==> config.mk <==
export PLATFORM = sky130hd
export DESIGN_NAME = hazard_ctrl
export DESIGN_NICKNAME = d
export VERILOG_FILES = /design/src/rtl/hazard_ctrl_pkg.sv /design/src/rtl/hazard_ctrl_cnt.sv /design/src/rtl/hazard_ctrl.sv
export SDC_FILE = /design/constraint.sdc
export NUM_CORES = 1
export LEC_CHECK = 0
export ABC_AREA = 1
export CAP_MARGIN = 20
export CORE_AREA = 4 4 97 99
export CTS_BUF_LIST = sky130_fd_sc_hd__clkbuf_8
export DETAILED_ROUTE_END_ITERATION = 10
export DIE_AREA = 0 0 101 103
export HOLD_SLACK_MARGIN = 0.1
export PLACE_DENSITY = 0.64
export SLEW_MARGIN = 25
export SYNTH_ARGS = -nofsm -noshare
export SYNTH_HDL_FRONTEND = slang
export SYNTH_HIERARCHICAL = 1
export SYNTH_SLANG_ARGS = --single-unit
==> constraint.sdc <==
create_clock -name clk -period 2.8 [get_ports clk]
set_clock_uncertainty 0.1 [all_clocks]
set_input_delay 0.28 -clock clk [delete_from_list [all_inputs] [get_ports clk]]
set_output_delay 0.28 -clock clk [all_outputs]
set_load 0.03 [all_outputs]
==> src/rtl/hazard_ctrl_pkg.sv <==
// ============================================================================
//  Module      : hazard_ctrl_pkg
//  Description : Shared types and constants for the pipeline hazard controller.
//  Revision    : 1.0 - initial release
// ============================================================================
`default_nettype none

package hazard_ctrl_pkg;

    localparam int REG_IDX_W = 5;
    localparam logic [REG_IDX_W-1:0] REG_ZERO = '0;

    typedef enum logic [1:0] {
        RUN      = 2'd0,
        LU_STALL = 2'd1,
        MEM_WAIT = 2'd2
    } hz_state_t;

endpackage

`default_nettype wire

==> src/rtl/hazard_ctrl_cnt.sv <==
// ============================================================================
//  Module      : hazard_ctrl_cnt
//  Description : Saturating up-counter with synchronous clear and enable.
//  Revision    : 1.0 - initial release
// ============================================================================
`default_nettype none

module hazard_ctrl_cnt #(
    parameter int               WIDTH = 8,
    parameter logic [WIDTH-1:0] MAX   = '1
) (
    input  logic             clk,
    input  logic             rst,
    input  logic             i_en,
    input  logic             i_clr,
    output logic [WIDTH-1:0] o_cnt
);

    logic [WIDTH-1:0] r_cnt;

    // Clear wins over enable so an exit cycle never leaves a stale count.
    always_ff @(posedge clk or posedge rst) begin
        if (rst) begin
            r_cnt <= '0;
        end else if (i_clr) begin
            r_cnt <= '0;
        end else if (i_en && (r_cnt != MAX)) begin
            r_cnt <= r_cnt + WIDTH'(1);
        end
    end

    assign o_cnt = r_cnt;

endmodule

`default_nettype wire

==> src/rtl/hazard_ctrl.sv <==
// ============================================================================
//  Module      : hazard_ctrl
//  Description : Pipeline interlock/flush controller (load-use, dmem wait,
//                taken branch) for the 5-stage core.
//  Revision    : 1.0 - initial release
// ============================================================================
`default_nettype none

module hazard_ctrl
    import hazard_ctrl_pkg::*;
#(
    parameter int LU_STALL_CYCLES = 1,
    parameter int MAX_WAIT        = 64,
    parameter int CNT_W           = 32
) (
    input  logic                 clk,
    input  logic                 rst,
    input  logic [REG_IDX_W-1:0] rs1,
    input  logic [REG_IDX_W-1:0] rs2,
    input  logic                 D_USE_RS1,
    input  logic                 D_USE_RS2,
    input  logic [REG_IDX_W-1:0] exerd,
    input  logic                 E_MEMREAD,
    input  logic                 E_REGWRITE,
    input  logic                 E_BRTAKEN,
    input  logic                 dmem_busy,
    output logic                 pc_stall,
    output logic                 fd_stall,
    output logic                 de_stall,
    output logic                 em_stall,
    output logic                 fd_flush,
    output logic                 de_flush,
    output logic                 mem_timeout,
    output logic [CNT_W-1:0]     stall_cnt
);

    localparam int         WAIT_W  = $clog2(MAX_WAIT + 1);
    localparam logic [1:0] LU_LOAD = 2'(LU_STALL_CYCLES - 1);

    hz_state_t         r_state;
    hz_state_t         w_next;
    logic [1:0]        r_lu_cnt;
    logic              r_mem_timeout;
    logic [WAIT_W-1:0] w_wait_cnt;

    logic w_lu_hit;
    logic w_eval_run;
    logic w_lu_load;
    logic w_lu_dec;
    logic w_wait_en;
    logic w_wait_reach;
    logic w_pc, w_fd, w_de, w_em, w_fdf, w_def;

    assign w_lu_hit = E_MEMREAD && E_REGWRITE && (exerd != REG_ZERO) &&
                      ((D_USE_RS1 && (rs1 == exerd)) ||
                       (D_USE_RS2 && (rs2 == exerd)));

    always_ff @(posedge clk or posedge rst) begin
        if (rst) begin
            r_state <= RUN;
        end else begin
            r_state <= w_next;
        end
    end

    always_comb begin
        w_next     = r_state;
        w_eval_run = 1'b0;
        w_lu_load  = 1'b0;
        w_lu_dec   = 1'b0;
        w_pc       = 1'b0;
        w_fd       = 1'b0;
        w_de       = 1'b0;
        w_em       = 1'b0;
        w_fdf      = 1'b0;
        w_def      = 1'b0;

        case (r_state)
            RUN: begin
                w_eval_run = 1'b1;
            end
            LU_STALL: begin
                if (dmem_busy) begin
                    {w_pc, w_fd, w_de, w_em} = 4'b1111;
                end else begin
                    {w_pc, w_fd, w_def} = 3'b111;
                    w_lu_dec = 1'b1;
                    if (r_lu_cnt == 2'd1) begin
                        w_next = RUN;
                    end
                end
            end
            MEM_WAIT: begin
                if (dmem_busy) begin
                    {w_pc, w_fd, w_de, w_em} = 4'b1111;
                end else begin
                    // Leaving the freeze: this cycle is judged as a RUN cycle.
                    w_next     = RUN;
                    w_eval_run = 1'b1;
                end
            end
            default: begin
                w_next = RUN;
            end
        endcase

        if (w_eval_run) begin
            if (dmem_busy) begin
                {w_pc, w_fd, w_de, w_em} = 4'b1111;
                w_next = MEM_WAIT;
            end else if (E_BRTAKEN) begin
                {w_fdf, w_def} = 2'b11;
            end else if (w_lu_hit) begin
                {w_pc, w_fd, w_def} = 3'b111;
                if (LU_STALL_CYCLES > 1) begin
                    w_next    = LU_STALL;
                    w_lu_load = 1'b1;
                end
            end
        end

        if (rst) begin
            {w_pc, w_fd, w_de, w_em, w_fdf, w_def} = 6'b0;
        end
    end

    always_ff @(posedge clk or posedge rst) begin
        if (rst) begin
            r_lu_cnt <= 2'd0;
        end else if (w_lu_load) begin
            r_lu_cnt <= LU_LOAD;
        end else if (w_lu_dec) begin
            r_lu_cnt <= r_lu_cnt - 2'd1;
        end
    end

    // A busy cycle in LU_STALL is a freeze of the bubble sequence, not a
    // memory wait, so it neither counts nor clears the wait counter.
    assign w_wait_en    = dmem_busy && (r_state != LU_STALL);
    assign w_wait_reach = w_wait_en &&
                          ((32'(w_wait_cnt) + 32'd1) >= 32'(MAX_WAIT));

    hazard_ctrl_cnt #(
        .WIDTH (WAIT_W),
        .MAX   (WAIT_W'(MAX_WAIT))
    ) u_wait_cnt (
        .clk   (clk),
        .rst   (rst),
        .i_en  (w_wait_en),
        .i_clr (~dmem_busy),
        .o_cnt (w_wait_cnt)
    );

    always_ff @(posedge clk or posedge rst) begin
        if (rst) begin
            r_mem_timeout <= 1'b0;
        end else if (w_wait_reach) begin
            r_mem_timeout <= 1'b1;
        end
    end

    hazard_ctrl_cnt #(
        .WIDTH (CNT_W),
        .MAX   ('1)
    ) u_stall_cnt (
        .clk   (clk),
        .rst   (rst),
        .i_en  (w_pc),
        .i_clr (1'b0),
        .o_cnt (stall_cnt)
    );

    assign pc_stall    = w_pc;
    assign fd_stall    = w_fd;
    assign de_stall    = w_de;
    assign em_stall    = w_em;
    assign fd_flush    = w_fdf;
    assign de_flush    = w_def;
    assign mem_timeout = r_mem_timeout;

endmodule

`default_nettype wire

---- After elaboration in Yosys (flattened, before gate mapping) ----
Index checks and enable logic that the tools add are counted.
word-level totals
  input port bits ......................... 23
  flip-flop bits (word level) ............. 44
  output and inout bits ................... 39
  logic and storage cells ................. 63
cells by class
  add/subtract/negate cells ............... 4
  muxes and demuxes ....................... 31
  equal/unequal tests ..................... 9
  $lt $le $gt $ge ......................... 1
  reductions and logical operators ........ 13
operators with widths
  kind                                                               number
  adder 32 x 1 -> 32 bit, second input constant                      1
  != test 32 bit, second input constant                              1
  2-to-1 mux 1 bit                                                   21
  2-to-1 mux 7 bit                                                   2
  == test 5 bit                                                      2
  2-to-1 mux 2 bit                                                   5
  logical AND 1 bit                                                  9
  adder 7 x 1 -> 8 bit, second input constant                        1
  greater-or-equal comparator 8 x 7 -> 1 bit, second input constant  1
  adder 7 x 1 -> 7 bit, second input constant                        1
  != test 7 bit, second input constant                               1
  case mux 2 bit (3 select lines)                                    1
  nonzero test 5 bit                                                 1
  == test 2 x 1 -> 1 bit, second input constant                      2
  != test 2 x 1 -> 1 bit, second input constant                      2
  case mux 1 bit (2 select lines)                                    2
  == test 2 bit, second input constant                               1
  logical NOT 2 bit                                                  1
  OR reduction 2 bit                                                 1
  subtractor 2 x 1 -> 2 bit, second input constant                   1
  logical OR 1 bit                                                   1

---- Depth between registers and ports, before layout ----
Gate-level depths: netlist of run 1.
  word-level depth ........................ 10
  mapped depth ............................ 14
  depth with buffers taken out ............ 13

---- Modules after synthesis ----
Netlist of run 1, hierarchy kept.
modules (own cells, without submodules)
  module                         cells an instance  instances  sequential area each (um2)  area an instance (um2)
  hazard_ctrl_cnt (u_stall_cnt)  360                1          800.8                       2274.7
  hazard_ctrl                    111                1          125.1                       655.6
  hazard_ctrl_cnt (u_wait_cnt)   62                 1          175.2                       439.2

---- Worst setup path before layout of run 1 ----
No wires, ideal clock.
  path type ............................... register -> register
  start ................................... register r_state[0]
  end ..................................... register u_stall_cnt.r_cnt[28] (netlist: u_stall_cnt/o_cnt[28])
  data required time ...................... 2.634 ns
  path buffers ............................ 1
  clock period less this slack ............ 2.406 ns
  library setup time ...................... 0.066 ns
  arrival time ............................ 2.240 ns
  path slack .............................. 0.394 ns
  cell stages (with the launch flop) ...... 14
  cell sequence ........................... dfrtp_1 inv_1 ha_1 a21oi_4 nor2_2 inv_2 nand2_1 inv_2 a21oi_2 inv_1 a21oi_1 buf_2 nand4_1 nand2_1
on the way
  longest elaborated chain between the ends .. 8
  elaborated cells between the ends (all ways) .. 11
  those cells by class .................... eq/ne: 2; mux: 7; reduce/logical: 2
ends and longest elaborated chain
  item                                                            RTL line               text
  start, declared                                                 hazard_ctrl.sv:40      hz_state_t r_state;
  start signal, assigned                                          hazard_ctrl.sv:62      r_state <= w_next;
  == test 2 bit / == test 2 x 1 -> 1 bit (equally long branches)  --
  case mux 1 bit (2 select lines)                                 --
  2-to-1 mux 1 bit (3 in series)                                  --
  2-to-1 mux 1 bit * (2 in series)                                --
  via fd_stall                                                    hazard_ctrl.sv:28      output logic fd_stall,
  logical AND 1 bit *                                             hazard_ctrl_cnt.sv:27  end else if (i_en && (r_cnt != MAX)) begin
  end signal, assigned                                            hazard_ctrl_cnt.sv:28  r_cnt <= r_cnt + WIDTH'(1);
  end, declared                                                   hazard_ctrl_cnt.sv:19  logic [WIDTH-1:0] r_cnt;
The timed path passes the listed nets; every way through them passes the cells marked *.
A chain may end at the register's enable or synchronous reset.

---- Worst setup path after layout of run 1 ----
  start ................................... register r_state[0]
  end ..................................... output port fd_stall
on the way
  longest elaborated chain between the ends .. 7
  elaborated cells between the ends (all ways) .. 10
  those cells by class .................... eq/ne: 2; mux: 7; reduce/logical: 1
ends and longest elaborated chain
  item                                                            RTL line            text
  == test 2 bit / == test 2 x 1 -> 1 bit (equally long branches)  hazard_ctrl.sv:78   case (r_state)
  case mux 1 bit (2 select lines)                                 hazard_ctrl.sv:78
  2-to-1 mux 1 bit                                                hazard_ctrl.sv:113  end else if (w_lu_hit) begin
  2-to-1 mux 1 bit                                                hazard_ctrl.sv:111  end else if (E_BRTAKEN) begin
  2-to-1 mux 1 bit                                                hazard_ctrl.sv:108  if (dmem_busy) begin
  2-to-1 mux 1 bit *                                              hazard_ctrl.sv:107  if (w_eval_run) begin
  2-to-1 mux 1 bit *                                              hazard_ctrl.sv:122  if (rst) begin
  end, declared                                                   hazard_ctrl.sv:28
Mark *: on every way between the ends. The rest lies on a longest branch, timed or not.

==> impl_summary.md, run 1 <==
Run status
The run finished with clean final reports.

Timing
The portion of the clock cycle consumed by the worst path in the final layout is roughly 96%. The post-layout worst setup margin is 0.108 ns. The upper clock frequency limit is 371 MHz. The count of final max-slew check failures came to 0. The number of failing hold endpoints at the final stage was 0. Setup repair after global routing left no endpoint under its margin. The setup total negative slack is 0 ns.

For the finished layout, the period the worst path requires is 2.69 ns. The count of endpoints failing setup in the final report is 0.

Clock tree
TritonCTS built the clock tree. The total number of H-tree levels is 2. The clock tree buffer depth is 2.

The number of gates resized after CTS was 0. The latest clock arrival within the worst-skew pair is 0.30 ns. The tree built by TritonCTS fans out to 44 sinks.

The number of buffers added for setup after CTS is 0. The clock root buffer is clkbuf_8. The cts-stage hold buffer count is 0. The number of clock buffers inserted by TritonCTS is 5.

The clock transition at the registers of the reported paths is 0.09 ns.

Cells and area
Cells with a size suffix above 1 make up 8.68% of the layout. The filler cells instantiated in the layout total 894. The net count of the finished layout is 629.

The number of non-filler instances in the completed layout is about 710. Measured on the finished design, the core utilization comes to between 40% and 50%. The repair_antennas step left the layout with diodes totalling 0. Relative to the synthesized area, the layout overhead comes to 24.5%.

Worst setup path
The worst path required time is 2.42 ns. The setup path with the least slack is of type register to output port. The most numerous cell on the critical path is inv_2. The depth of the most critical reg-to-reg path is 14. The type of destination of the critical path is an output port. The buffer and inverter count on the worst path is 4. On the critical path the largest part of the delay comes from buffers and inverters.

The startpoint identified for the worst register-to-register timing path is r_state[0]. Across all register-to-register paths, the minimum setup slack is 0.48 ns. The maximum cell stage delay along the critical path is 0.69 ns. The largest fanout on the critical path is 5. The critical path goes through inv_1 > ha_1 > a21oi_4 > nor2_2 > inv_2 > nand2_1 > inv_2 > a21oi_2 > clkdlybuf4s50_1.

The kind of launch point of the worst setup path is a register. The data arrival at the endpoint of the critical path is between 2 and 2.5 ns. The worst register-to-register path ends at u_stall_cnt/o_cnt[0]. For this design, the slowest cell found on the critical path is clkdlybuf4s50_1.

GRT
Entering global routing, the biggest net connects 33 pins. The met1 routing resource usage after global routing is between 20% and 30%. The total congestion overflow is 0.

The first-pass GRT wire length is 14.9 mm. The via count of the first global-routing pass is 3328. The number of antenna violations at the first check in global routing is 0.

For met3 alone, demand over resource in global routing was 2.64%. The layer with the highest usage is met2. For met2 alone, demand over resource in global routing was about 31%. Global routing used 17.5% of the available tracks.

Route
The post-detailed-route via-to-cell ratio is 4.82. The remaining antenna violation count after routing is 0. The routed layout has 3405 vias. The first detailed-routing pass took 4 iterations. The final wirelength is 8.47 mm. The DRC violation count after routing is 0. The post-detailed-route wirelength per cell is 12.0 um. The detailed router's first-iteration violation count is 149.

Floorplanning
In this run the core area contains 34 standard-cell rows. In this run the horizontal extent of the chip is 101 um. The floorplan step defined a die boundary enclosing ~10000 um2. The die span in y is 103 um.

The initial core utilization is 39.4%. 62 I/O pins were placed. The floorplan step defined a core boundary enclosing 8550 um2.

Power and ir drop
The largest vdd supply drop is 0.336 mV. The reported leakage power is between 2 and 2.5 nW. In this run the power density over the cells is 361 nW/um2.

Place
Buffers placed on the I/O ports in this run total 61. The cell count after placement is 699. At the placement stage, the worst setup path has a slack of between 0.2 and 0.25 ns.

The half-perimeter wire length after detailed placement is 6.52 mm. The final weighted congestion of routability-driven global placement is about 0.87.

Yosys
The largest area contributor in the netlist is dfrtp_1. In the synthesized netlist, the cells that appear most often are nand2_1, nor2_1, inv_1. The portion of synthesized cell area occupied by the leading cell type is 32.7%. The synthesized netlist devotes 1.56% of its cell area to XOR and XNOR gates. The synthesis-stage register bit count is 44. The dominant combinational cell family by area after synthesis is simple AND/OR/NAND/NOR gates. The share of flip-flops with an asynchronous set or reset after synthesis is 100%.

The number of standard cells after synthesis is 533. In this run the cell area of the synthesized design comes to 3370 um2. Sorting the synthesized cells by area gives the leading types as dfrtp_1, nand2_1, nor2_1. The leading register cell type out of synthesis is dfrtp_1. The arithmetic-cell share of the synthesized area counting full adders, half adders and majority gates is 2.97%. Counting flops with a built-in enable in the synthesized netlist gives 0. The post-synthesis mux area share is 0%.

By instance count, the leading cell after synthesis is nand2_1. The synthesized-area fraction occupied by ao, oa, aoi and oai cells is 5.57%. The per-instance average area after synthesis is 6.32 um2. The count of synthesis-stage warnings from yosys is 6. The netlist uses 37 different library cells. The proportion of synthesized chip area in sequential cells is 32.7%. The synthesized netlist devotes 47.1% of its cell area to simple gates.

Job
The count of maximum capacitance violations is 0.

Min path
The class of the worst hold path is input port to async pin.
power by group:
group          leakage [nW]  internal (mW)  switching [mW]
sequential            0.601          0.651          0.0153
combinational          1.38          0.151           0.263
clock                0.0434          0.200           0.233
total                  2.02           1.00           0.512
registers in the layout (all words and copies together) (netlist names):
signal and cells:
u_stall_cnt/o_cnt 32, u_wait_cnt/o_cnt 7, r_lu_cnt 2, r_state 2, mem_timeout 1
layout make-up:
type | instances | area [um2] | area share (%)
repair buffers | 66 | 653 | 15.6
clock inverters | 2 | 15.0 | 0.358
multi-input cells | 410 | 1940 | 46.2
well taps | 108 | 135 | 3.22
flip-flops and latches | 44 | 1100 | 26.2
inverters | 71 | 269 | 6.41
clock buffers | 6 | 82.6 | 1.97
kinds of logic (layout without fill, tap and decap cells):
kind of cell,Yosys count,in the layout
flops,44,44
compound gates,30,30
simple gates,363,363
xor+xnor,6,6
other cells,1,3
buf+inv,81,145
fa+ha+maj,8,8
stage by stage:
stage,instance area (um2),hold WS (ns),power (mW)
detailed placement,4090,0.363,1.09
global route,4200,0.286,1.61
global placement,4090,0.355,1.08
finish,4200,0.243,1.51
CTS,4190,0.243,1.54
floorplan,3380,-0.0246,0.966
cells in the final DEF (no fill, tap or decap):
cell	count
nand4_1	15
a21oi_4	1
nand2_4	4
xor2_1	5
nor2_2	9
o21ai_2	3
a21oi_1	4
inv_1	62
dfrtp_1	44
nor4_2	1
nand2_1	202
o31ai_1	1
xnor2_1	1
ha_1	8
or2_2	1
a21oi_2	2
o21ai_1	1
buf_4	5
nor3_1	4
inv_2	7
conb_1	3
nor2_1	72
clkinvlp_4	2
clkinv_1	1
o21bai_1	2
nand2_2	5
clkbuf_8	6
nor2_4	3
nand3_2	1
dlymetal6s2s_1	2
nor2_8	1
inv_4	1
and2_1	2
o21ai_0	16
clkdlybuf4s50_1	59
nand3_1	42
nand3b_1	1
routing by layer:
layer / vias to the layer above / share of wire, %
li1: 1776 / -
met1: 1531 / 47
met2: 88 / 47
met3: 10 / 4.8
met4: 0 / 1.1
met5: - / 0
worst max-delay path by stage:
| stage | from | endpoint | slack (ns) | cells past startpoint |
|---|---|---|---|---|
| 2_1_floorplan | r_state[0] | u_stall_cnt/o_cnt[28] | 0.39 | 13 |
| 3_3_place_gp | exerd[0] | pc_stall | 0.26 | 10 |
| 3_5_place_dp | exerd[3] | pc_stall | 0.21 | 10 |
| 4_1_cts | r_state[0] | pc_stall | 0.09 | 9 |
| 5_1_grt | r_state[1] | fd_stall | 0.001 | 9 |
| 6_report | r_state[0] | fd_stall | 0.11 | 9 |
Note: power is estimated with default switching activity, not from simulation.
==> inputs of run 2 (changes only) <==
--- a/config.mk
+++ b/config.mk
@@ -9,8 +9,10 @@
 export CAP_MARGIN = 20
 export CORE_AREA = 4 4 97 99
 export CTS_BUF_LIST = sky130_fd_sc_hd__clkbuf_8
+export CTS_CLUSTER_SIZE = 20
 export DETAILED_ROUTE_END_ITERATION = 10
 export DIE_AREA = 0 0 101 103
+export GPL_ROUTABILITY_DRIVEN = 0
 export HOLD_SLACK_MARGIN = 0.1
 export PLACE_DENSITY = 0.64
 export SLEW_MARGIN = 25
==> impl_summary.md, run 2 (synthesis gave the netlist of run 1 again) <==
Worst setup path
The first element of the critical path is r_state[0] (unchanged). The data arrival at the endpoint of the critical path is 2.31 ns (about the same). The type of destination of the critical path is an output port (unchanged). The largest fanout on the critical path was 5 (unchanged). The critical path class was register to output port (unchanged). The capture point of the worst reg-to-reg path is u_stall_cnt/o_cnt[29] (was u_stall_cnt/o_cnt[0]). The worst path required time is 2.42 ns (about the same). The source of the worst register-to-register timing path is r_state[0] (unchanged).

The worst reg-to-reg setup slack came to 0.52 ns (was 0.48 ns). The kind of launch point of the worst setup path is a register (unchanged). The depth of the most critical reg-to-reg path was 14 (unchanged).

Power and ir drop
The reported leakage power is 2.03 nW (was 2.02 nW). The power consumption is 1.59 mW (was 1.51 mW). The ratio of total power to cell area is 378 nW/um2 (was 361 nW/um2).

The largest vdd supply drop is 0.250 mV (was 0.336 mV).

Clock tree
The latest clock arrival within the worst-skew pair was 0.30 ns (about the same). The number of buffers added for setup after CTS is 0 (unchanged). The clock root buffer is clkbuf_8 (unchanged). The clock tree buffer depth is 2 (unchanged). The number of clock buffers inserted by TritonCTS was 5 (unchanged).

The cts-stage hold buffer count is 0 (unchanged). The clock transition at the registers of the reported paths was 0.09 ns (about the same). The total number of H-tree levels was 2 (unchanged). The total of cells resized after clock tree synthesis is 0 (unchanged). The number of clock sinks is 44 (unchanged). The TritonCTS clock tree is yes (unchanged).

Place
The placed cell area came to 4090 um2 (unchanged). The number of buffers added on ports is 61 (unchanged). The half-perimeter wire length after detailed placement is 6.61 mm (was 6.52 mm). The pre-CTS setup slack came to 0.220 ns (was 0.215 ns).

Timing
The post-layout worst setup margin is 0.105 ns (was 0.108 ns). The count of final max-slew check failures came to 0 (unchanged). The upper clock frequency limit is 371 MHz (about the same). The count of endpoints failing setup in the final report is 0 (unchanged). The portion of the clock cycle consumed by the worst path in the final layout came to 96.2% (was 96.1%). The number of failing hold endpoints at the final stage is 0 (unchanged). The setup total negative slack is 0 ns (unchanged).

The post-layout minimum cycle time is 2.69 ns (about the same). RSZ-0062 raised after global routing: false (unchanged).

Route
The post-detailed-route via-to-cell ratio is 4.90 (was 4.82). The final wirelength is 8.60 mm (was 8.47 mm). The overall via count from detail_route is 3467 (was 3405). The post-detailed-route wirelength per cell came to 12.2 um (was 12.0 um). The routed metal-1 wire length is 3.93 mm (was 3.95 mm). The detailed-routed wire length on met2 came to 4.16 mm (was 4.02 mm).

The uppermost metal layer occupied by signal nets was met4 (unchanged). The remaining antenna violation count after routing is 0 (unchanged). The number of iterations in the first detailed-routing pass is 4 (unchanged). The met3 wirelength from detailed routing is 454 um (was 408 um). The detailed router's first-iteration violation count is 144 (was 149). The DRC violation count after routing came to 0 (unchanged).

GRT
The total congestion overflow was 0 (unchanged). The number of antenna violations at the first check in global routing came to 0 (unchanged). The via count of the first global-routing pass is 3353 (was 3328). The maximum number of pins on one net before global-route repair came to 33 (unchanged). The first-pass GRT wire length came to 15.1 mm (was 14.9 mm).

The all-layer global routing usage is 17.5% (about the same).

Floorplanning
The count of pins on the block boundary is 62 (unchanged). The floorplan die width is 101 um (unchanged). The initial core utilization is 39.4% (unchanged). The full die area is 10400 um2 (unchanged). The row count was 34 (unchanged). The die span in y is 103 um (unchanged).

The core box area is 8550 um2 (unchanged).

Run status
Result of the run: finished clean (unchanged).

Cells and area
The flip-flop count of the largest register after layout is 32 (unchanged). The antenna diode instance count is 0 (unchanged). The final instance area is 4210 um2 (was 4200 um2). The area growth from synthesis to final layout is 25.0% (was 24.5%). Most used cells in the layout excluding fill and tap cells: nand2_1, nor2_1, inv_1 (unchanged).

The net count of the finished layout is 629 (unchanged). The most common cell after layout, fill and taps aside is nand2_1 (unchanged). The share of cells above drive strength 1 is 8.68% (unchanged).

Job
The count of maximum capacitance violations came to 0 (unchanged).

Min path
The class of the worst hold path is input port to async pin (unchanged).
==> run 2: cell types whose count changed in the layout (fill, tap and decap cells not counted), sizes merged <==
cell      change
bufinv        +1
clkbuf        -1
clkinvlp      -1
inv           +1
==> run 2: worst max-delay path, cell delays in order (launching register included) <==
cell and delay (ns):
dfrtp_1 0.41, inv_1 0.12, ha_1 0.24, a21oi_4 0.10, nor2_2 0.13, inv_2 0.05
nand2_1 0.07, inv_2 0.04, a21oi_2 0.16, clkdlybuf4s50_1 0.69
==> run 2: metrics by stage <==
stage	std cells	hold WS, ns	utilization, %
global placement	699	0.355	47.9
CTS	707	0.242	49.2
finish	707	0.236	49.3
floorplan	535	-0.0246	-
detailed placement	699	0.362	47.9
global route	707	0.283	49.3
==> run 2: layout make-up <==
class | count | area [um2]
sequential | 44 | 1100
timing repair buffer | 66 | 653
fill | 876 | 4340
multi-input combinational | 410 | 1940
tap | 108 | 135
clock buffer | 5 | 68.8
inverter | 71 | 269
clock inverter | 3 | 46.3
==> run 2: worst max path at each step <==
stage                                        to  cells past startpoint
after floorplan           u_stall_cnt/o_cnt[28]                     13
final                                  fd_stall                      9
after detailed placement               pc_stall                     10
after CTS                              pc_stall                      9
after global routing                   fd_stall                      9
after global placement                 pc_stall                     10
==> run 2: power breakdown <==
| part | leakage, nW | internal [mW] | switching (mW) | total [mW] |
|---|---|---|---|---|
| logic | 1.38 | 0.151 | 0.267 | 0.419 |
| registers | 0.601 | 0.651 | 0.0163 | 0.667 |
| clock network | 0.0548 | 0.269 | 0.239 | 0.508 |
==> run 2: metal layers <==
metal  global-route usage (%)  vias up
met1                     22.3     1589
met5                        0        -
li1                         -     1777
met3                     2.50        5
met4                     3.48        0
met2                     31.7       96
==> inputs of run 3 (changes only) <==
--- a/config.mk
+++ b/config.mk
@@ -7,14 +7,14 @@
 export LEC_CHECK = 0
 export ABC_AREA = 1
 export CAP_MARGIN = 20
-export CORE_AREA = 4 4 97 99
+export CORE_AREA = 4 4 92 94
 export CTS_BUF_LIST = sky130_fd_sc_hd__clkbuf_8
 export CTS_CLUSTER_SIZE = 20
 export DETAILED_ROUTE_END_ITERATION = 10
-export DIE_AREA = 0 0 101 103
+export DIE_AREA = 0 0 96 98
 export GPL_ROUTABILITY_DRIVEN = 0
 export HOLD_SLACK_MARGIN = 0.1
-export PLACE_DENSITY = 0.64
+export PLACE_DENSITY = 0.7
 export SLEW_MARGIN = 25
 export SYNTH_ARGS = -nofsm -noshare
 export SYNTH_HDL_FRONTEND = slang
==> impl_summary.md, run 3 (synthesis gave the netlist of run 1 again) <==
Run status
Result of the run: finished clean (unchanged).

Clock tree
The cts-stage hold buffer count is 0 (unchanged). The TritonCTS clock tree is yes (unchanged). The number of clock buffers inserted by TritonCTS is 5 (unchanged). The number of buffers added for setup after CTS came to 0 (unchanged). The latest clock arrival within the worst-skew pair is 0.30 ns (about the same). The clock root buffer was clkbuf_8 (unchanged). The total number of H-tree levels is 2 (unchanged).

The number of clock sinks is 44 (unchanged). The total of cells resized after clock tree synthesis was 0 (unchanged). The clock tree buffer depth is 2 (unchanged). The clock transition at the registers of the reported paths is 0.09 ns (about the same).

Timing
The upper clock frequency limit is 402 MHz (was 371 MHz). The tightest hold margin is 0.261 ns (was 0.236 ns). The setup total negative slack came to 0 ns (unchanged). The number of failing hold endpoints at the final stage is 0 (unchanged). RSZ-0062 raised after global routing: false (unchanged). In this run the tightest slew margin relative to its limit is approximately two thirds.

The worst-margin pin slew is 0.520 ns. The count of final max-slew check failures is 0 (unchanged). The count of endpoints failing setup in the final report is 0 (unchanged).

The post-layout minimum cycle time is 2.48 ns (was 2.69 ns). The portion of the clock cycle consumed by the worst path in the final layout was 88.7% (was 96.2%).

Floorplanning
The floorplan die width is 96 um (was 101 um). The full die area is 9410 um2 (was 10400 um2). The die span in y is 98 um (was 103 um). The core box area was 7650 um2 (was 8550 um2).

The row count was 32 (was 34). The initial core utilization is 44.1% (was 39.4%). The count of pins on the block boundary is 62 (unchanged).

Route
The remaining antenna violation count after routing was 0 (unchanged). The detailed router's first-iteration violation count is 138 (was 144). The post-detailed-route via-to-cell ratio is 4.85 (was 4.90). The overall via count from detail_route is 3401 (was 3467). The post-detailed-route wirelength per cell is 11.7 um (was 12.2 um). The DRC violation count after routing was 0 (unchanged). The number of iterations in the first detailed-routing pass is 4 (unchanged). The final wirelength is 8.19 mm (was 8.60 mm).

Cells and area
The antenna diode instance count was 0 (unchanged). The share of cells above drive strength 1 came to 8.68% (unchanged). The register area came to 1100 um2 (unchanged). The flip-flop count of the largest register after layout came to 32 (unchanged). The area growth from synthesis to final layout is 24.8% (was 25.0%). The combined area of the multi-input logic cells came to 1940 um2 (unchanged). The most common cell after layout, fill and taps aside is nand2_1 (unchanged). Most used cells in the layout excluding fill and tap cells: nand2_1, nor2_1, inv_1 (unchanged). The number of filler cells placed in the layout is 748 (was 876). The net count of the finished layout is 629 (unchanged).

Worst setup path
The worst path required time was 2.42 ns (about the same). The category of cells accounting for the largest share of critical-path delay is buffers and inverters (unchanged). Ordered cell list for the critical path: inv_1 > ha_1 > nor2_1 > nor3_1 > clkdlybuf4s50_1 (was inv_1 > ha_1 > a21oi_4 > nor2_2 > inv_2 > nand2_1 > inv_2 > a21oi_2 > clkdlybuf4s50_1).

The critical path class is register to output port (unchanged). The maximum cell stage delay along the critical path is 0.73 ns (was 0.69 ns). The type of destination of the critical path was an output port (unchanged). The kind of launch point of the worst setup path was a register (unchanged). The largest fanout on the critical path came to 3 (was 5). The capture point of the worst reg-to-reg path is u_stall_cnt/o_cnt[25] (was u_stall_cnt/o_cnt[29]). The data arrival at the endpoint of the critical path is 2.10 ns (was 2.31 ns). The worst reg-to-reg setup slack is 0.61 ns (was 0.52 ns). The depth of the most critical reg-to-reg path is 14 (unchanged). The source of the worst register-to-register timing path is r_state[0] (unchanged). The worst-path cell with the longest stage delay is clkdlybuf4s50_1 (unchanged). The buffer and inverter count on the worst path was 2 (was 4).

Job
The count of maximum capacitance violations is 0 (unchanged).

Place
The number of buffers added on ports came to 61 (unchanged). The half-perimeter wire length after detailed placement is 6.32 mm (was 6.61 mm).

GRT
The total congestion overflow is 0 (unchanged). The first-pass GRT wire length is 14.2 mm (was 15.1 mm). The via count of the first global-routing pass was 3175 (was 3353). The all-layer global routing usage is 18.3% (was 17.5%). The number of antenna violations at the first check in global routing is 0 (unchanged).

The maximum number of pins on one net before global-route repair was 33 (unchanged).

Power and ir drop
The reported leakage power is 2.05 nW (was 2.03 nW). The largest vdd supply drop is 0.371 mV (was 0.250 mV). The ratio of total power to cell area came to 373 nW/um2 (was 378 nW/um2).

Min path
The class of the worst hold path is input port to async pin (unchanged).
[run 3: metrics by stage]
stage | total power, mW | std cells | instance area (um2) | setup WS [ns] | utilization [%]
after CTS | 1.59 | 701 | 4200 | 0.0927 | 54.9
final | 1.57 | 701 | 4200 | 0.315 | 55.0
after detailed placement | 1.09 | 693 | 4090 | 0.216 | 53.4
after global routing | 1.66 | 701 | 4200 | 0.154 | 55.0
after global placement | 1.08 | 693 | 4090 | 0.260 | 53.4
after floorplan | 0.966 | 535 | 3380 | 0.394 | -
[run 3: how the worst max path moves through the flow]
| stage | start | to | slack (ns) | cells after the start |
|---|---|---|---|---|
| after floorplan | r_state[0] | u_stall_cnt/o_cnt[28] | 0.39 | 13 |
| after global placement | exerd[3] | pc_stall | 0.26 | 10 |
| after detailed placement | exerd[3] | fd_stall | 0.22 | 10 |
| after CTS | r_state[0] | fd_stall | 0.09 | 9 |
| after global routing | r_state[0] | de_stall | 0.15 | 5 |
| final | r_state[0] | de_stall | 0.32 | 5 |
[run 3: layer usage]
layer  wire length (um)  track usage, %  vias to the layer above
met1               3720            24.9                     1520
li1                   -               -                     1781
met3                529            3.08                        9
met4                 84            4.16                        0
met2               3850            30.2                       91
met5                  0               0                        -
[run 3: where the power goes]
group	switching [mW]	total (mW)	internal, mW
clock network	0.226	0.491	0.264
registers	0.0159	0.667	0.651
logic	0.260	0.410	0.151
total	0.502	1.57	1.07
[run 3: final cells by class]
| class | instances | share of cell area, % |
|---|---|---|
| Sequential cell | 44 | 26.2 |
| Clock inverter | 3 | 1.01 |
| Timing Repair Buffer | 66 | 15.6 |
| Inverter | 71 | 6.40 |
| Clock buffer | 5 | 1.64 |
| Multi-Input combinational cell | 410 | 46.1 |
| Tap cell | 102 | 3.04 |
[run 3: worst reg2reg max path, cell delays in order, from the launching register on]
cell and delay [ns]:
dfrtp_1 0.41, inv_1 0.12, ha_1 0.27, a21oi_4 0.07, nor2_2 0.13, inv_2 0.05, nand2_1 0.07, inv_2 0.04
a21oi_2 0.15, buf_4 0.15, inv_1 0.04, a21oi_1 0.15, buf_4 0.21, nand4_1 0.10, nand2_1 0.07
==> variant 1, RTL diff (flow settings as in run 1) <==
Re-encode `hz_state_t` (3 states) as one-hot, 3 bits wide.
--- a/src/rtl/hazard_ctrl_pkg.sv
+++ b/src/rtl/hazard_ctrl_pkg.sv
@@ -12,6 +12,6 @@
 
-    typedef enum logic [1:0] {
-        RUN      = 2'd0,
-        LU_STALL = 2'd1,
-        MEM_WAIT = 2'd2
+    typedef enum logic [2:0] {
+        RUN      = 3'b001,
+        LU_STALL = 3'b010,
+        MEM_WAIT = 3'b100
     } hz_state_t;
Formal check against the unedited RTL: same outputs for any inputs over 10 cycles, from zero or initial values and one cycle with rst high; not proved beyond that.
==> variant 1 against run 1 <==
- wire length grew 0.26%
- worst setup slack gained 150 ps
- power shrank 1.1%
- critical path depth grew 3
- synthesized area shrank 0.85%
- non-clock buffer count grew 2
- sequential power grew 3.6%
- cell count grew 0.28%
- sequential cell count grew 1
- sequential share of layout area grew 0.69 points
- cell area shrank 0.24%
==> variant 1: results (changes against run 1) <==
Global-route wire length before repair: 14,600 µm (was 14,900 µm)
Synth Area in Adders: 0.0150 (was 0.0297)
GPL Wtd Cong: 0.891 (was 0.867)
Worst Path Arrival: 2170 ps (was 2310 ps)
Met1 wire length: 4020 µm (was 3950 µm)
GRT Total Usage: 0.171 (was 0.175)
Post-synth top cells: nand2_1, nor2_1, inv_1 (unchanged)
Sequential fraction of the synthesis area: 0.337 (was 0.327)
Placed cells: 701 (was 699)
Nets@finish: 627 (was 629)
Post-synthesis xor/xnor area fraction: 0.0157 (was 0.0156)
HPWL Detailed: 6470 µm (was 6520 µm)
Worst setup path startpoint: exerd[3] (was r_state[0]$_DFF_PP0_)
DR vias: 3,458 (was 3,405)
Grt met2 use: 0.298 (was 0.313)
Met2 wire len: 4140 µm (was 4020 µm)
P_leak: 2.02 nW (about the same)
RR Startpoint: u_stall_cnt/o_cnt[1]$_DFFE_PP0P_ (was r_state[0]$_DFF_PP0_)
Vias in the first global route: 3,253 (was 3,328)
Drt pass-1 iters: 5 (was 4)
Met1 Use GR: 0.227 (was 0.222)
# fillers: 885 (was 894)
Post-Synthesis Cells: 534 (was 533)
Synth Area in Compound Gates: 0.0554 (was 0.0557)
Run status: finished clean (unchanged)
WL final: 8500 µm (was 8470 µm)
Initial drt markers: 159 (was 149)
Met3 WL post-DR: 287 µm (was 408 µm)
Dominant cells by area after synthesis: dfrtp_1, nand2_1, nor2_1, inv_1, nand3_1 (unchanged)
CTS resizes: 0 (unchanged)
Critical path class: in2out (was reg2out)
Routing usage on met3: 0.0210 (was 0.0264)
Vias per cell: 4.88 (was 4.82)
variant 1: area by class of cell:
type	instances	area [µm²]	share of cell area
multi-input cells	408	1880	0.449
clock buffers	6	82.6	0.0197
well taps	108	135	0.0323
flip-flops and latches	45	1130	0.269
clock inverters	2	33.8	0.00807
inverters	72	270	0.0646
repair buffers	68	658	0.157
variant 1: per-stage QoR:
stage          setup slack [ps]  total power [mW]  utilization  instance area, µm²  hold WS [ps]
2_1_floorplan               240             0.892            -                3350         -21.3
3_3_place_gp                268             0.983        0.476                4070           366
3_5_place_dp                236             0.989        0.476                4070           374
4_1_cts                     237              1.52        0.489                4190           306
5_1_grt                    61.7              1.58        0.489                4190           336
6_report                    254              1.50        0.489                4190           294
variant 1: logic make-up after synthesis:
kind of cell | count (synthesis)
compound gates | 32
xor+xnor | 6
flops | 45
buf+inv | 83
other cells | 1
simple gates | 363
fa+ha+maj | 4
variant 1: power breakdown:
group | switching, mW | total (mW) | leakage (nW) | internal [mW]
logic | 0.180 | 0.288 | 1.34 | 0.109
registers | 0.0195 | 0.690 | 0.618 | 0.670
clock network | 0.232 | 0.520 | 0.0626 | 0.288
total | 0.431 | 1.50 | 2.02 | 1.07
variant 1: path summary, 6_finish.rpt:
| path | endpoint | slack [ps] | depth (start not counted) |
|---|---|---|---|
| setup / recovery | de_flush | 250 | 12 |
| setup reg to reg | u_stall_cnt/o_cnt[11]$_DFFE_PP0P_ | 720 | 11 |
| min in group clk | mem_timeout$_DFFE_PP0P_ | 390 | 1 |
| hold reg to reg | mem_timeout$_DFFE_PP0P_ | 390 | 1 |
| hold / removal | u_wait_cnt/o_cnt[0]$_DFFE_PP0P_ | 290 | 2 |
| max in group asynchronous | u_stall_cnt/o_cnt[24]$_DFFE_PP0P_ | 1830 | 3 |
==> variant 2, RTL diff (flow settings as in run 1) <==
Without the edit above. Set the parameter `CNT_W` to 24 (it was 32).
--- a/src/rtl/hazard_ctrl.sv
+++ b/src/rtl/hazard_ctrl.sv
@@ -13,3 +13,3 @@
     parameter int MAX_WAIT        = 64,
-    parameter int CNT_W           = 32
+    parameter int CNT_W           = 24
 ) (
Interface: changed (resized stall_cnt); port bits go from 62 to 54. No check against the original RTL was run, so the function may have changed too.
==> variant 2 against run 1 <==
- synthesized area shrank 19%
- maximum frequency increased by 4.5%
- power down 11%
- register-to-register slack improved by 100 ps
- cell area down 18%
- cell count shrank 18%
- worst setup slack improved by 120 ps
- wire length decreased by 23%
- sequential cell count decreased by 8
- first-iteration DRC count decreased by 32%
==> variant 2: results (changes against run 1) <==
Layout cells sized above 1: 0.0951 (was 0.0868)
Hold WS: 235 ps (was 243 ps)
Placed inst area: 3360 µm² (was 4090 µm²)
Post-Synthesis Cells: 416 (was 533)
Run status: finished clean (unchanged)
Vias in the first global route: 2,469 (was 3,328)
Global-route wire length before repair: 11,000 µm (was 14,900 µm)
Peak VDD IR: 158 µV (was 336 µV)
Cell variety after synth: 36 (was 37)
Nets@finish: 504 (was 629)
Drt pass-1 iters: 4 (unchanged)
CTS clk-pin slew, worst paths: 70 ps (was 90 ps)
Sequential fraction of the synthesis area: 0.332 (was 0.327)
Port-buffer cells: 53 (was 61)
GRT Total Usage: 0.129 (was 0.175)
Vias per cell: 4.60 (was 4.82)
Placed cells: 574 (was 699)
DR vias: 2,672 (was 3,405)
Worst Path Arrival: 2200 ps (was 2310 ps)
Pre-CTS setup slack: 189 ps (was 215 ps)
Largest register FFs: 24 (was 32)
Crit path max fanout: 4 (was 5)
GPL Wtd Cong: 0.887 (was 0.867)
P_leak: 1.69 nW (was 2.02 nW)
Initial drt markers: 102 (was 149)
Largest net degree at the start of global routing: 25 (was 33)
HPWL Detailed: 5020 µm (was 6520 µm)
Fin worst setup slack: 223 ps (was 108 ps)
Post-synth top cells: nand2_1, inv_1, nor2_1 (was nand2_1, nor2_1, inv_1)
==> variant 2: cell types whose count changed after synthesis, moves of 3 or more <==
cell and change:
o21ai_0 -12, inv_1 -10, o21ai_2 -3, nand2_1 -49
nand3_1 -11, nor2_1 -26, dfrtp_1 -8, o21ai_1 +4
==> variant 2: cell type report <==
type | instances | area, µm² | share of cell area
Tap cell | 108 | 135 | 0.0391
Sequential cell | 36 | 901 | 0.261
Clock buffer | 7 | 96.3 | 0.0279
Multi-Input combinational cell | 310 | 1520 | 0.438
Inverter | 63 | 244 | 0.0706
Timing Repair Buffer | 57 | 566 | 0.164
==> variant 2: report_power, final <==
part / total [mW] / leakage [nW] / switching, mW / internal, mW
Combinational: 0.390 / 1.15 / 0.244 / 0.145
Clock: 0.399 / 0.0503 / 0.180 / 0.219
Sequential: 0.552 / 0.489 / 0.0158 / 0.536
==> variant 2: final timing paths <==
kind,cells after the start,from,endpoint
setup / recovery,7,r_state[1]$_DFF_PP0_,de_flush
setup reg to reg,14,r_state[0]$_DFF_PP0_,u_stall_cnt/o_cnt[18]$_DFFE_PP0P_
hold / removal,2,rst,r_state[0]$_DFF_PP0_
max in group asynchronous,3,rst,u_stall_cnt/o_cnt[2]$_DFFE_PP0P_
min in group clk,2,mem_timeout$_DFFE_PP0P_,mem_timeout$_DFFE_PP0P_
hold reg to reg,2,mem_timeout$_DFFE_PP0P_,mem_timeout$_DFFE_PP0P_
==> variant 2: cell families after synthesis <==
kind of cell             after synthesis  share of synthesized area
AND/OR/NAND/NOR                      272                      0.443
buffers and inverters                 70                      0.110
flip-flops                            36                      0.332
AO/OA/AOI/OAI                         20                     0.0479
XOR/XNOR                               9                     0.0290
adder cells (fa/ha/maj)                8                     0.0369
other                                  1                    0.00138
==> variant 2: routing by layer <==
layer	vias to the layer above	GRT usage	part of all wire
met5	-	0	0
met4	0	0.0450	0.017
met3	9	0.0325	0.059
met2	56	0.218	0.46
met1	1200	0.161	0.47
li1	1407	-	-
